==> src/rtl/uart_rx_fifo.sv <==
// Receive-side FWFT FIFO behind the UART receiver: stores {break, data} per character and
// raises level-threshold, idle-timeout and sticky overflow status for interrupt logic.
module uart_rx_fifo #(
    parameter int unsigned PAYLOAD_BITS   = 8,
    parameter int unsigned DEPTH          = 16,
    parameter int unsigned THRESH         = 8,
    parameter int unsigned TIMEOUT_CYCLES = 32
) (
    input  logic                      clk,
    input  logic                      rst,
    input  logic                      rx_valid,
    input  logic [PAYLOAD_BITS-1:0]   rx_data,
    input  logic                      rx_break,
    output logic                      rd_valid,
    input  logic                      rd_ready,
    output logic [PAYLOAD_BITS-1:0]   rd_data,
    output logic                      rd_break,
    input  logic                      flush,
    input  logic                      ovf_clr,
    output logic [$clog2(DEPTH):0]    level,
    output logic                      thresh_irq,
    output logic                      rx_timeout,
    output logic                      overflow
);

    localparam int unsigned PtrW = $clog2(DEPTH);
    localparam int unsigned LvlW = PtrW + 1;
    localparam int unsigned CntW = $clog2(TIMEOUT_CYCLES);
    localparam logic [LvlW-1:0] LvlFull   = LvlW'(DEPTH);
    localparam logic [LvlW-1:0] LvlThresh = LvlW'(THRESH);
    localparam logic [CntW-1:0] CntMax    = CntW'(TIMEOUT_CYCLES - 1);

    logic [PAYLOAD_BITS:0] r_mem [DEPTH];
    logic [PtrW-1:0]       r_wr_ptr;
    logic [PtrW-1:0]       r_rd_ptr;
    logic [LvlW-1:0]       r_level;
    logic [CntW-1:0]       r_cnt;
    logic                  r_thresh;
    logic                  r_timeout;
    logic                  r_overflow;

    logic                  w_empty;
    logic                  w_full;
    logic                  w_pop;
    logic                  w_push;
    logic                  w_ovf_set;
    logic [PAYLOAD_BITS:0] w_head;
    logic [PtrW-1:0]       w_wr_ptr_d;
    logic [PtrW-1:0]       w_rd_ptr_d;
    logic [LvlW-1:0]       w_level_d;
    logic [CntW-1:0]       w_cnt_d;
    logic                  w_thresh_d;
    logic                  w_timeout_d;
    logic                  w_ovf_d;

    assign w_empty   = (r_level == '0);
    assign w_full    = (r_level == LvlFull);
    assign w_pop     = rd_ready && !w_empty;
    // A pop in the same cycle frees the slot, so a full FIFO can still accept.
    assign w_push    = rx_valid && (!w_full || w_pop);
    assign w_ovf_set = rx_valid && w_full && !w_pop && !flush;
    assign w_head    = r_mem[r_rd_ptr];

    always_comb begin
        w_wr_ptr_d = r_wr_ptr;
        w_rd_ptr_d = r_rd_ptr;
        w_level_d  = r_level;
        if (flush) begin
            w_wr_ptr_d = '0;
            w_rd_ptr_d = '0;
            w_level_d  = '0;
        end else begin
            if (w_push) begin
                w_wr_ptr_d = r_wr_ptr + PtrW'(1);
            end
            if (w_pop) begin
                w_rd_ptr_d = r_rd_ptr + PtrW'(1);
            end
            if (w_push && !w_pop) begin
                w_level_d = r_level + LvlW'(1);
            end else if (w_pop && !w_push) begin
                w_level_d = r_level - LvlW'(1);
            end
        end
    end

    always_comb begin
        w_cnt_d = r_cnt;
        if (w_push || w_pop || flush || w_empty) begin
            w_cnt_d = '0;
        end else if (r_cnt != CntMax) begin
            w_cnt_d = r_cnt + CntW'(1);
        end
    end

    always_comb begin
        w_timeout_d = r_timeout;
        if (w_pop || flush || w_empty) begin
            w_timeout_d = 1'b0;
        end else if (w_cnt_d == CntMax) begin
            w_timeout_d = 1'b1;
        end
    end

    always_comb begin
        w_thresh_d = (w_level_d >= LvlThresh);
        w_ovf_d    = r_overflow;
        if (w_ovf_set) begin
            w_ovf_d = 1'b1;
        end else if (ovf_clr) begin
            w_ovf_d = 1'b0;
        end
    end

    always_ff @(posedge clk) begin
        if (w_push && !flush) begin
            r_mem[r_wr_ptr] <= {rx_break, rx_data};
        end
    end

    always_ff @(posedge clk) begin
        if (rst) begin
            r_wr_ptr   <= '0;
            r_rd_ptr   <= '0;
            r_level    <= '0;
            r_cnt      <= '0;
            r_thresh   <= 1'b0;
            r_timeout  <= 1'b0;
            r_overflow <= 1'b0;
        end else begin
            r_wr_ptr   <= w_wr_ptr_d;
            r_rd_ptr   <= w_rd_ptr_d;
            r_level    <= w_level_d;
            r_cnt      <= w_cnt_d;
            r_thresh   <= w_thresh_d;
            r_timeout  <= w_timeout_d;
            r_overflow <= w_ovf_d;
        end
    end

    // Head outputs read as zero when empty so reset and flush leave them clean.
    assign rd_valid   = !w_empty;
    assign rd_data    = w_empty ? '0 : w_head[PAYLOAD_BITS-1:0];
    assign rd_break   = w_empty ? 1'b0 : w_head[PAYLOAD_BITS];
    assign level      = r_level;
    assign thresh_irq = r_thresh;
    assign rx_timeout = r_timeout;
    assign overflow   = r_overflow;

endmodule
==> config.mk <==
export PLATFORM = sky130hd
export DESIGN_NAME = uart_rx_fifo
export DESIGN_NICKNAME = d
export VERILOG_FILES = /design/src/rtl/uart_rx_fifo.sv
export SDC_FILE = /design/constraint.sdc
export NUM_CORES = 1
export LEC_CHECK = 0
export ABC_AREA = 1
export BUFFER_PORTS_ARGS = -buffer_cell sky130_fd_sc_hd__clkbuf_2
export CORE_MARGIN = 2
export CORE_UTILIZATION = 46
export CTS_CLUSTER_SIZE = 14
export DETAILED_ROUTE_END_ITERATION = 10
export GPL_TIMING_DRIVEN = 1
export PLACE_DENSITY = 0.7
export SYNTH_ARGS = -nofsm -noshare
export SYNTH_HDL_FRONTEND = slang
export SYNTH_SLANG_ARGS = --single-unit
==> constraint.sdc <==
create_clock -name clk -period 2.45 [get_ports clk]
set_input_delay 0.1225 -clock clk [delete_from_list [all_inputs] [get_ports clk]]
set_output_delay 0.1225 -clock clk [all_outputs]
set_load 0.02 [all_outputs]
After elaboration in Yosys (flattened, before gate mapping):

Memory sizes are Yosys's and may differ from the RTL's. A register that Yosys moved wholly into a read port is not among the register bits.
Cells that the tools add are included.

* bits in registers: 21
* memory bits (writable): 144
* bits of input ports: 15
* output and inout port bits: 18
* memories: 1

* add/subtract/negate cells: 5
* $lt $le $gt $ge: 1
* equal/unequal tests: 3
* multiplexer cells: 13
* reduce and logical (&&, ||, !) cells: 23

Memories
* r_mem: words 16, width 9, read ports 1, clocked after Yosys merged registers in 1, write ports 1, RTL line 33 `logic [PAYLOAD_BITS:0] r_mem [DEPTH];`

Operators with widths (count)
* $mux W5: 5
* $add A5 B1 Y5 const B: 2
* $eq A5 B5 Y1 const B: 2
* $add A4 B1 Y4 const B: 2
* $logic_and A1 B1 Y1: 8
* $mux W4: 2
* $mux W8: 1
* $logic_or A1 B1 Y1: 6
* $ge A5 B4 Y1 const B: 1
* $logic_not A1 Y1: 5
* $logic_not A5 Y1: 1
* $mux W1: 5
* $ne A5 B5 Y1 const B: 1
* $sub A5 B1 Y5 const B: 1
* $reduce_or A2 Y1: 2
* $reduce_bool A2 Y1: 1

Depth between registers and ports, before layout:

Gate-level depths: netlist (run 1).

* depth after elaboration: 11
* gate-level depth with buffers: 10

Worst setup path before layout (run 1):

OpenSTA, ideal clock, no wires.

* path type: flip-flop to flip-flop
* start point: register r_level[0] (netlist: level[0])
* end point: memory r_mem[0][0] in the netlist's numbering (enable)
* setup time: 0.374 ns
* data arrival time: 1.740 ns
* path slack: 0.336 ns
* stages on the path, launching flop included: 8
* buffers on the path: 0
* period minus slack after synthesis: 2.114 ns
* path through: dfxtp_1 inv_1 ha_1 nand3_2 nand2_8 nor2_4 nand2_1 nor2_1

* longest elaborated chain between the ends: 8
* elaborated cells between the ends (all ways): 10

RTL lines
* from (decl): RTL line 36 `logic [LvlW-1:0] r_level;`
* from (signal assigned): RTL line 133 `r_level <= w_level_d;`
* $logic_not A5 Y1: RTL line 56 `assign w_empty = (r_level == '0);`
* $logic_not A1 Y1: RTL line 58 `assign w_pop = rd_ready && !w_empty;`
* $logic_and A1 B1 Y1: RTL line 58
* $logic_or A1 B1 Y1 *: RTL line 60 `assign w_push = rx_valid && (!w_full || w_pop);`
* $logic_and A1 B1 Y1 *: RTL line 60
* $logic_and A1 B1 Y1 *: RTL line 116 `if (w_push && !flush) begin`
* $mux W1 *: RTL line 116
* $mux W1 (not written as such) *: RTL line 117 `r_mem[r_wr_ptr] <= {rx_break, rx_data};`
* to (decl): RTL line 33

Mark *: on every way between the ends. The rest lies on a longest branch, timed or not.

==> run_results.csv, run 1 <==
group,metric,value,unit
status,status,"finished clean",
logic_synthesis,yosysTopAreaCell,"edfxtp_1",
clock_network,max-clock-path-buffers,2,
die,ios,33,
sta,rsz0062_at_grt,"no",
global_route,grt_usage,20.72,%
global_route,grt_pass1_wl,25560,um
setup_path,cp.arrival,2160,ps
clock_network,htreeDepth,4,
hold_path,hp-class,"in -> reg",
setup_path,r2r-end,"r_mem[12][0]",
die,dieArea,16550,um2
pwr,power.leakage,3.104,nW
setup_path,end_kind,"primary output",
final_layout,area_growth,14.62,%
final_layout,drive_gt1_share,14.68,%
setup_path,crit_path_top_delay_cell,"dfxtp_2",
drt,vias,4983,
final_layout,nFillCells,1276,
hold_path,min_path_cells,3,
setup_path,cp_max_fo,45,
clock_network,cts_setup_buffers,0,
global_route,gr-total-overflow,0,
clock_network,cts_buffers,17,
die,die_h,128.7,um
placed_design,place.gp.congestion,0.9188,
setup_path,rr_worst_depth,8,
clock_network,clk_latency,430,ps
pwr,p_int,4.768,mW
pwr,sequentialPowerShare,50.9,%
pwr,p_sw,1.444,mW
final_layout,regArea,4826,um2
job,maxCapViolations,0,
drt,drtIter0Drc,605,
setup_path,critPathKind,"reg -> out",
setup_path,cp_common_cell,"nand2_1",
sta,fmax,0.4385,GHz
global_route,grt_max_degree,73,
die,start_util,47.02,%
logic_synthesis,yosysSeqAreaShare,67.50,%
clock_network,clock-sinks,169,
global_route,grt_pass1_vias,4810,
sta,tightest_slew,639.2,ps
hold_path,hold-path-endpoint,"r_cnt[4]",
setup_path,rrSetupSlack,430,ps
clock_network,root_buffer,"clkbuf_16",
pwr,ir_drop,0.4494,mV
drt,drc,0,
die,die_x,128.7,um
pwr,pwr_density_cell,758.2,nW/um2
sta,drv_slew,0,
sta,fin_tns_setup,0,ps
drt,wl_per_cell,17.92,um
global_route,antenna_found_initial,0,
logic_synthesis,synth_top_cell_area_share,60.49,%
clock_network,clk_pin_slew,60,ps
setup_path,crit_chain,"inv_6, buf_12, nand2_1, nand3_1, nand3_1, nand2_1, nand2_1, a21oi_1, clkbuf_2",
final_layout,multi_input_area,2061,um2
pwr,p_clk_share,41.6,%
final_layout,num_antenna_cells,0,
setup_path,slowest_delay,360,ps
final_layout,final_nets,732,
sta,finalCriticalPeriod,2281,ps
placed_design,dpl_cell_area,7574,um2
pwr,switching_share,23.24,%
hold_path,min_from,"rst",
clock_network,cts_tree,"built",
logic_synthesis,async_reset_ff_share,0,%
pwr,power_frac_comb,7.5,%
logic_synthesis,synth_area,7148,um2
drt,ant_nets,0,
sta,slew_headroom,57.33,%
drt,drt_pass1_iterations,5,
die,core,15200,um2
final_layout,fin_area,8193,um2
logic_synthesis,yosys_warnings,0,
logic_synthesis,synth_cells,662,
setup_path,crit_required,2330,ps
setup_path,start_kind,"flop",
logic_synthesis,ys_ff_latch,169,
logic_synthesis,syn_nets,685,
sta,fin_crit_sh,93.09,%
drt,routed_wl,16310,um
logic_synthesis,synth-main-ff-cell,"edfxtp_1",
logic_synthesis,netlist-cell-type-count,34,
setup_path,r2r_start,"level[0]",
sta,setup_violations,0,
sta,finalClockSkew,7.457,ps
placed_design,hpwl,10400,um
logic_synthesis,synth.area.top_cells,"edfxtp_1 (60%), nand2_1 (11%), nand3_1 (8.7%), dfxtp_1 (7.0%), nor2_1 (1.9%)",
placed_design,port_buffers,32,
die,std_cell_rows,45,
logic_synthesis,synth_area_per_cell,10.80,um2
drt,vias_per_cell,5.476,
sta,finalHoldViolCount,0,
logic_synthesis,synth_edf_count,144,
logic make-up after synthesis:
kind of cell | count (synthesis) | synth area share [%]
AND/OR/NAND/NOR | 395 | 24.66
buffers and inverters | 57 | 3.676
flip-flops | 169 | 67.50
AO/OA/AOI/OAI | 28 | 2.153
adder cells (fa/ha/maj) | 8 | 1.400
XOR/XNOR | 5 | 0.6126
worst max path at each step:
stage / cells after the start / end
after global routing: 6 / rd_break
final: 9 / rd_break
after detailed placement: 8 / rd_data[3]
after global placement: 8 / rd_data[3]
after floorplan: 7 / r_mem[0][0]
after CTS: 6 / rd_break
timing repair:
| action | in CTS | in global routing |
|---|---|---|
| hold buffers | 2 | 0 |
| gates resized for setup | 1 | 7 |
| setup endpoints to repair | 3 | 9 |
| cloned | 0 | 0 |
| pin swaps | 0 | 0 |
| endpoints found under the hold margin | 1 | 0 |
layout by cell type, fill, tap and decap left out, types with 17 or more instances in the layout:
cell type / instances
dfxtp_1: 24
inv_1: 22
a21oi_1: 17
clkbuf_2: 32
nand2_1: 213
nand3_1: 124
clkbuf_16: 17
edfxtp_1: 144
nor2_1: 36
buf_4: 19
power groups by stage:
stage               Combinational [mW]  Sequential (mW)  Clock, mW
floorplan                        0.285             3.22          0
global placement                 0.451             3.22          0
detailed placement               0.459             3.22          0
CTS                              0.462             3.16       2.62
global route                     0.512             3.16       2.74
finish                           0.466             3.16       2.59
layer usage:
metal | vias to the layer above | wire [um] | track usage, %
li1 | 2369 | - | -
met1 | 2357 | 7148 | 28.71
met2 | 223 | 7591 | 32.40
met3 | 34 | 1247 | 4.823
met4 | 0 | 321 | 7.225
met5 | - | 0 | 0
sequential cells by signal, indices dropped and copies added (netlist names), named ones only:
| register | cells |
|---|---|
| overflow | 1 |
| thresh_irq | 1 |
| r_rd_ptr | 4 |
| r_cnt | 5 |
| r_mem | 144 |
| level | 5 |
| r_wr_ptr | 4 |
| rx_timeout | 1 |
critical path, delay by kind of cell, from the launching register on:
| kind | cells | cell delay, ps |
|---|---|---|
| DFF | 1 | 360 |
| and+or+nand+nor | 5 | 470 |
| AOI/OAI and AO/OA | 1 | 230 |
| buffers and inverters | 3 | 650 |
cells in the mapped netlist, types with 2 or more instances:
| master | n |
|---|---|
| and3_1 | 2 |
| edfxtp_1 | 144 |
| nand3_1 | 124 |
| inv_2 | 2 |
| nand2_4 | 2 |
| clkbuf_1 | 4 |
| dfxtp_1 | 25 |
| ha_1 | 8 |
| inv_1 | 22 |
| nor3_1 | 4 |
| clkinv_1 | 3 |
| buf_4 | 5 |
| a21oi_1 | 17 |
| xor2_1 | 4 |
| nand2_1 | 213 |
| nor2_1 | 36 |
| o21ai_1 | 2 |
| nor2_2 | 2 |
| nand4_1 | 2 |
| o21ai_0 | 5 |
| o21ai_2 | 2 |
| nor2_4 | 3 |
| nand3_2 | 3 |
| buf_2 | 17 |
| nand2_8 | 2 |
stage by stage:
stage	setup slack (ps)	hold slack (ps)	std cells	power, mW	util (%)
after floorplan	336.0	221.4	662	3.509	-
after global placement	470.7	348.5	876	3.669	49.82
after detailed placement	424.5	339.7	876	3.679	49.82
after CTS	76.38	11.16	910	6.245	53.76
after global routing	31.84	44.43	910	6.410	53.89
final	169.4	30.62	910	6.212	53.89
area by class of cell:
| cell class | instances | share of cell area, % |
|---|---|---|
| sequential | 169 | 58.90 |
| multi-input combinational | 436 | 25.15 |
| clock inverter | 15 | 1.833 |
| inverter | 30 | 1.619 |
| timing repair buffer | 55 | 4.429 |
| tap | 188 | 2.871 |
| clock buffer | 17 | 5.192 |
No activity file was read; power rests on OpenSTA's default activity.
==> inputs of run 2 (changes only) <==
Settings changed: CORE_MARGIN 2 to 1.5.
Clock period 2.45 ns to 2.4 ns, I/O delays scaled along.
==> run 2 against run 1 <==
  * Sequential power rose by 2%
  * First-iteration DRC count rose by 11%
  * Setup slack got worse by 29 ps
  * Worst hold slack improved by 7.9 ps
  * Count of clock-buffer cells in the layout rose by 2
  * Die area fell by 1.5%
  * Largest power group unchanged
  * Highest routed layer unchanged
  * Wire length rose by 3.2%
  * Critical path depth fell by 3
  * Register-to-register slack got worse by 110 ps
  * Non-clock buffer count rose by 1
  * Sequential cell count did not move
==> run_results.csv, run 2 (synthesis gave the netlist of run 1 again) <==
group,metric,value,unit
hold_path,hold-path-endpoint,"r_cnt[4]",
global_route,gr-total-overflow,0,
setup_path,end_kind,"primary output",
setup_path,rrSetupSlack,320,ps
setup_path,crit_path_top_delay_cell,"dfxtp_1",
sta,slew_headroom,57.92,%
die,dieArea,16300,um2
global_route,grt_usage,21.42,%
die,die_x,127.7,um
die,start_util,47.02,%
pwr,power.leakage,3.128,nW
sta,finalCriticalPeriod,2260,ps
setup_path,crit_family,"buffers and inverters",
global_route,grt_max_degree,68,
setup_path,rr_worst_depth,8,
drt,vias,5055,
clock_network,cts_buffers,17,
final_layout,final_cell_mix,"nand2_1 (213), edfxtp_1 (144), nand3_1 (124)",
clock_network,htreeDepth,4,
clock_network,root_buffer,"clkbuf_16",
die,ios,33,
final_layout,final_common_cell,"nand2_1",
final_layout,drive_gt1_share,14.94,%
placed_design,dp_slack,357.2,ps
sta,finalClockSkew,6.836,ps
setup_path,cp_num_buf_inv,3,
final_layout,multi_input_area,2061,um2
final_layout,final_nets,733,
final_layout,fin_area,8208,um2
hold_path,min_from,"rst",
hold_path,min_path_cells,3,
clock_network,clk_pin_slew,60,ps
final_layout,area_growth,14.83,%
pwr,pwr_density_cell,768.9,nW/um2
sta,fin_crit_sh,94.15,%
drt,drc,0,
setup_path,cp_max_fo,9,
hold_path,hp-class,"in -> reg",
final_layout,regArea,4826,um2
job,maxCapViolations,0,
final_layout,largest_reg_flops,144,
global_route,antenna_found_initial,0,
die,std_cell_rows,45,
global_route,grt_pass1_wl,25830,um
sta,rsz0062_at_grt,"no",
clock_network,clock-sinks,169,
sta,setup_ws,140.3,ps
setup_path,r2r-end,"r_mem[10][3]",
sta,setup_violations,0,
clock_network,cts_setup_buffers,0,
placed_design,dpl_cell_area,7574,um2
setup_path,r2r_start,"level[0]",
global_route,grt_pass1_vias,4703,
die,die_h,127.7,um
drt,ant_nets,0,
drt,vias_per_cell,5.549,
setup_path,crit_required,2280,ps
clock_network,cts_tree,"built",
setup_path,slowest_delay,380,ps
pwr,ir_drop,0.5057,mV
sta,fin_tns_setup,0,ps
placed_design,place.gp.congestion,0.9245,
drt,drtIter0Drc,673,
setup_path,start_kind,"flop",
sta,tightest_slew,630.3,ps
final_layout,regMostFlops,"r_mem",
clock_network,max-clock-path-buffers,2,
placed_design,hpwl,10700,um
status,status,"finished clean",
clock_network,clk_latency,430,ps
sta,finalHoldViolCount,0,
drt,routed_wl,16830,um
drt,drt_pass1_iterations,5,
setup_path,cp.arrival,2140,ps
final_layout,nFillCells,1280,
sta,drv_slew,0,
sta,fmax,0.4425,GHz
final_layout,num_antenna_cells,0,
placed_design,port_buffers,32,
setup_path,crit_chain,"inv_1, ha_1, nand3_4, clkinv_1, a21oi_1, clkbuf_2",
die,core,15200,um2
setup_path,critPathKind,"reg -> out",
drt,wl_per_cell,18.47,um
final_layout,utilization,53.99,%
[run 2: worst max-delay path by stage]
stage,from,end,slack (ps),cells past startpoint
final,level[0],rd_data[5],140,6
after global routing,level[0],rd_data[1],2,6
after CTS,flop,rd_break,80,9
after detailed placement,level[0],r_mem[14][7],360,8
after global placement,level[0],r_mem[14][0],400,8
after floorplan,level[0],r_mem[0][0],290,7
[run 2: final cells by class]
cell class	count	area share, %
multi-input cells	436	25.11
flip-flops and latches	169	58.80
clock inverters	13	1.479
well taps	188	2.866
inverters	30	1.540
clock buffers	19	5.396
repair buffers	56	4.817
[run 2: what timing repair did]
| item | in CTS | in global routing |
|---|---|---|
| endpoints found under the hold margin | 1 | 0 |
| pin swaps | 0 | 0 |
| gates cloned | 0 | 1 |
| hold buffers | 2 | 0 |
| resized for setup | 2 | 6 |
| endpoints found under the setup margin | 9 | 9 |
[run 2: report_power, final]
group          internal (mW)  leakage (nW)  total [mW]  switching (mW)
sequential              3.21          1.50        3.23          0.0195
combinational          0.136          1.35       0.482           0.346
clock                   1.46         0.274        2.60            1.14
[run 2: worst reg2reg max path, stage by stage, from the launching register on]
cell and delay [ps]:
dfxtp_1 380, inv_1 110, ha_1 290, nand3_2 170, nand2_8 110, nor2_4 140, nand2_1 170, nor2_1 200
buf_4 220
[run 2: metal layers]
metal  part of all wire, %  up-vias  GRT usage, %
met1                    44     2425         30.16
met5                     0        -             0
met3                   7.6       27         4.549
met2                    46      229         33.26
met4                   1.8        0         7.469
li1                      -     2374             -
[run 2: through the flow]
step	total power, mW	hold WS (ps)	cells
floorplan	3.582	218.9	662
global placement	3.746	327.0	876
detailed placement	3.754	340.8	876
CTS	6.333	22.03	910
global route	6.502	46.01	911
finish	6.311	38.52	911
==> inputs of run 3 (changes only) <==
Clock period 2.4 ns to 2.9 ns, I/O delays scaled along.
==> run 3 against run 2 <==
  * Count of clock-buffer cells in the layout decreased by 2
  * Sequential cell count unchanged
  * Design area decreased by 0.64%
  * Critical path depth increased by 2
  * Critical path type unchanged
  * Largest power group unchanged
  * Highest routed layer unchanged
==> run_results.csv, run 3 (synthesis gave the netlist of run 1 again) <==
group,metric,value,unit
status,status,"finished clean",
sta,setup_violations,0,
drt,ant_nets,0,
setup_path,crit_required,2760,ps
drt,drt_pass1_iterations,9,
placed_design,hpwl,9880,um
die,start_util,47.02,%
sta,fin_crit_sh,86.50,%
clock_network,cts_buffers,17,
clock_network,clock-sinks,169,
placed_design,place.gp.congestion,0.8163,
clock_network,root_buffer,"clkbuf_16",
placed_design,dp.cells,868,
final_layout,utilization,53.65,%
hold_path,min_from,"rst",
pwr,total_power,5.419,mW
clock_network,clk_pin_slew,60,ps
global_route,grt_usage,20.83,%
setup_path,r2r_start,"level[0]",
final_layout,area_growth,14.09,%
setup_path,start_kind,"flop",
drt,routed_wl,15740,um
sta,finalCriticalPeriod,2508,ps
die,dieArea,16300,um2
drt,drc,0,
final_layout,finalNonFillerCells,901,
sta,finalHoldViolCount,0,
setup_path,cp_max_fo,72,
placed_design,port_buffers,32,
drt,routed.top_layer,"met4",
final_layout,final_nets,724,
setup_path,rrSetupSlack,550,ps
final_layout,num_antenna_cells,0,
setup_path,end_kind,"primary output",
drt,vias_per_cell,5.408,
final_layout,largest_reg_flops,144,
global_route,antenna_found_initial,0,
clock_network,cts_tree,"built",
die,die_x,127.7,um
pwr,power.leakage,3.085,nW
sta,fin_hold_ws,51.01,ps
placed_design,dp_slack,566.2,ps
sta,fin_tns_setup,0,ps
drt,vias,4873,
setup_path,critPathKind,"reg -> out",
final_layout,final_common_cell,"nand2_1",
pwr,pwr_density_cell,664.5,nW/um2
die,core,15200,um2
hold_path,hp-class,"in -> reg",
clock_network,cts_resized,0,
drt,drtIter0Drc,440,
global_route,grt_pass1_vias,4875,
clock_network,clk_latency,430,ps
global_route,grt_pass1_wl,25320,um
placed_design,dpl_cell_area,7513,um2
drt,dr_wl_met2,7758,um
sta,rsz0062_at_grt,"no",
drt,wl_per_cell,17.47,um
global_route,gr-total-overflow,0,
sta,finalClockSkew,6.064,ps
sta,tightest_slew,948.2,ps
sta,drv_slew,0,
clock_network,htreeDepth,4,
setup_path,r2r-end,"r_mem[10][6]",
final_layout,drive_gt1_share,13.74,%
clock_network,max-clock-path-buffers,2,
sta,slew_headroom,36.55,%
final_layout,regMostFlops,"r_mem",
drt,wl_met1,6701,um
setup_path,cp.arrival,2360,ps
clock_network,cts_setup_buffers,0,
die,std_cell_rows,45,
die,ios,33,
job,maxCapViolations,0,
global_route,grt_max_degree,73,
sta,setup_ws,391.6,ps
setup_path,worstSetupEndpoint,"rd_data[3]",
final_layout,final_cell_mix,"nand2_1 (213), edfxtp_1 (144), nand3_1 (124)",
sta,fmax,0.3987,GHz
drt,wl_met3,944,um
die,die_h,127.7,um
pwr,ir_drop,0.3939,mV
final_layout,fin_area,8155,um2
setup_path,rr_worst_depth,7,
run 3: worst min path at each step:
stage	to	slack [ps]	depth (start not counted)
2_1_floorplan	r_mem[0][0]	240	0
3_3_place_gp	overflow	370	2
3_5_place_dp	overflow	360	2
4_1_cts	r_cnt[4]	30	3
5_1_grt	r_cnt[4]	50	3
6_report	r_cnt[4]	50	3
run 3: final cells by class:
cell class / instances / area [um2]
timing repair buffer: 47 / 290.3
multi-input combinational: 436 / 2061
clock inverter: 14 / 196.4
sequential: 169 / 4826
fill: 1302 / 7047
tap: 188 / 235.2
inverter: 30 / 121.4
clock buffer: 17 / 425.4
run 3: repair_timing:
item                                   in CTS  in global routing
hold buffers                                2                  0
endpoints found under the hold margin       1                  0
setup endpoints to repair                   0                  0
run 3: where the power goes:
group	total, mW	leakage [nW]	internal, mW	switching, mW
clock network	2.37	0.297	1.44	0.925
registers	2.67	1.50	2.65	0.0137
logic	0.383	1.29	0.106	0.277
total	5.42	3.08	4.20	1.22
run 3: critical path: stages (launching register included):
cell	delay, ps
dfxtp_2	330
buf_4	590
nand2_1	150
nand3_1	140
nand3_1	70
nand2_1	110
nand2_1	60
a21oi_1	240
clkbuf_2	220
run 3: routing by layer:
layer,track usage (%),vias up
li1,-,2351
met1,26.47,2330
met2,34.50,164
met3,4.633,28
met4,9.187,0
met5,0,-
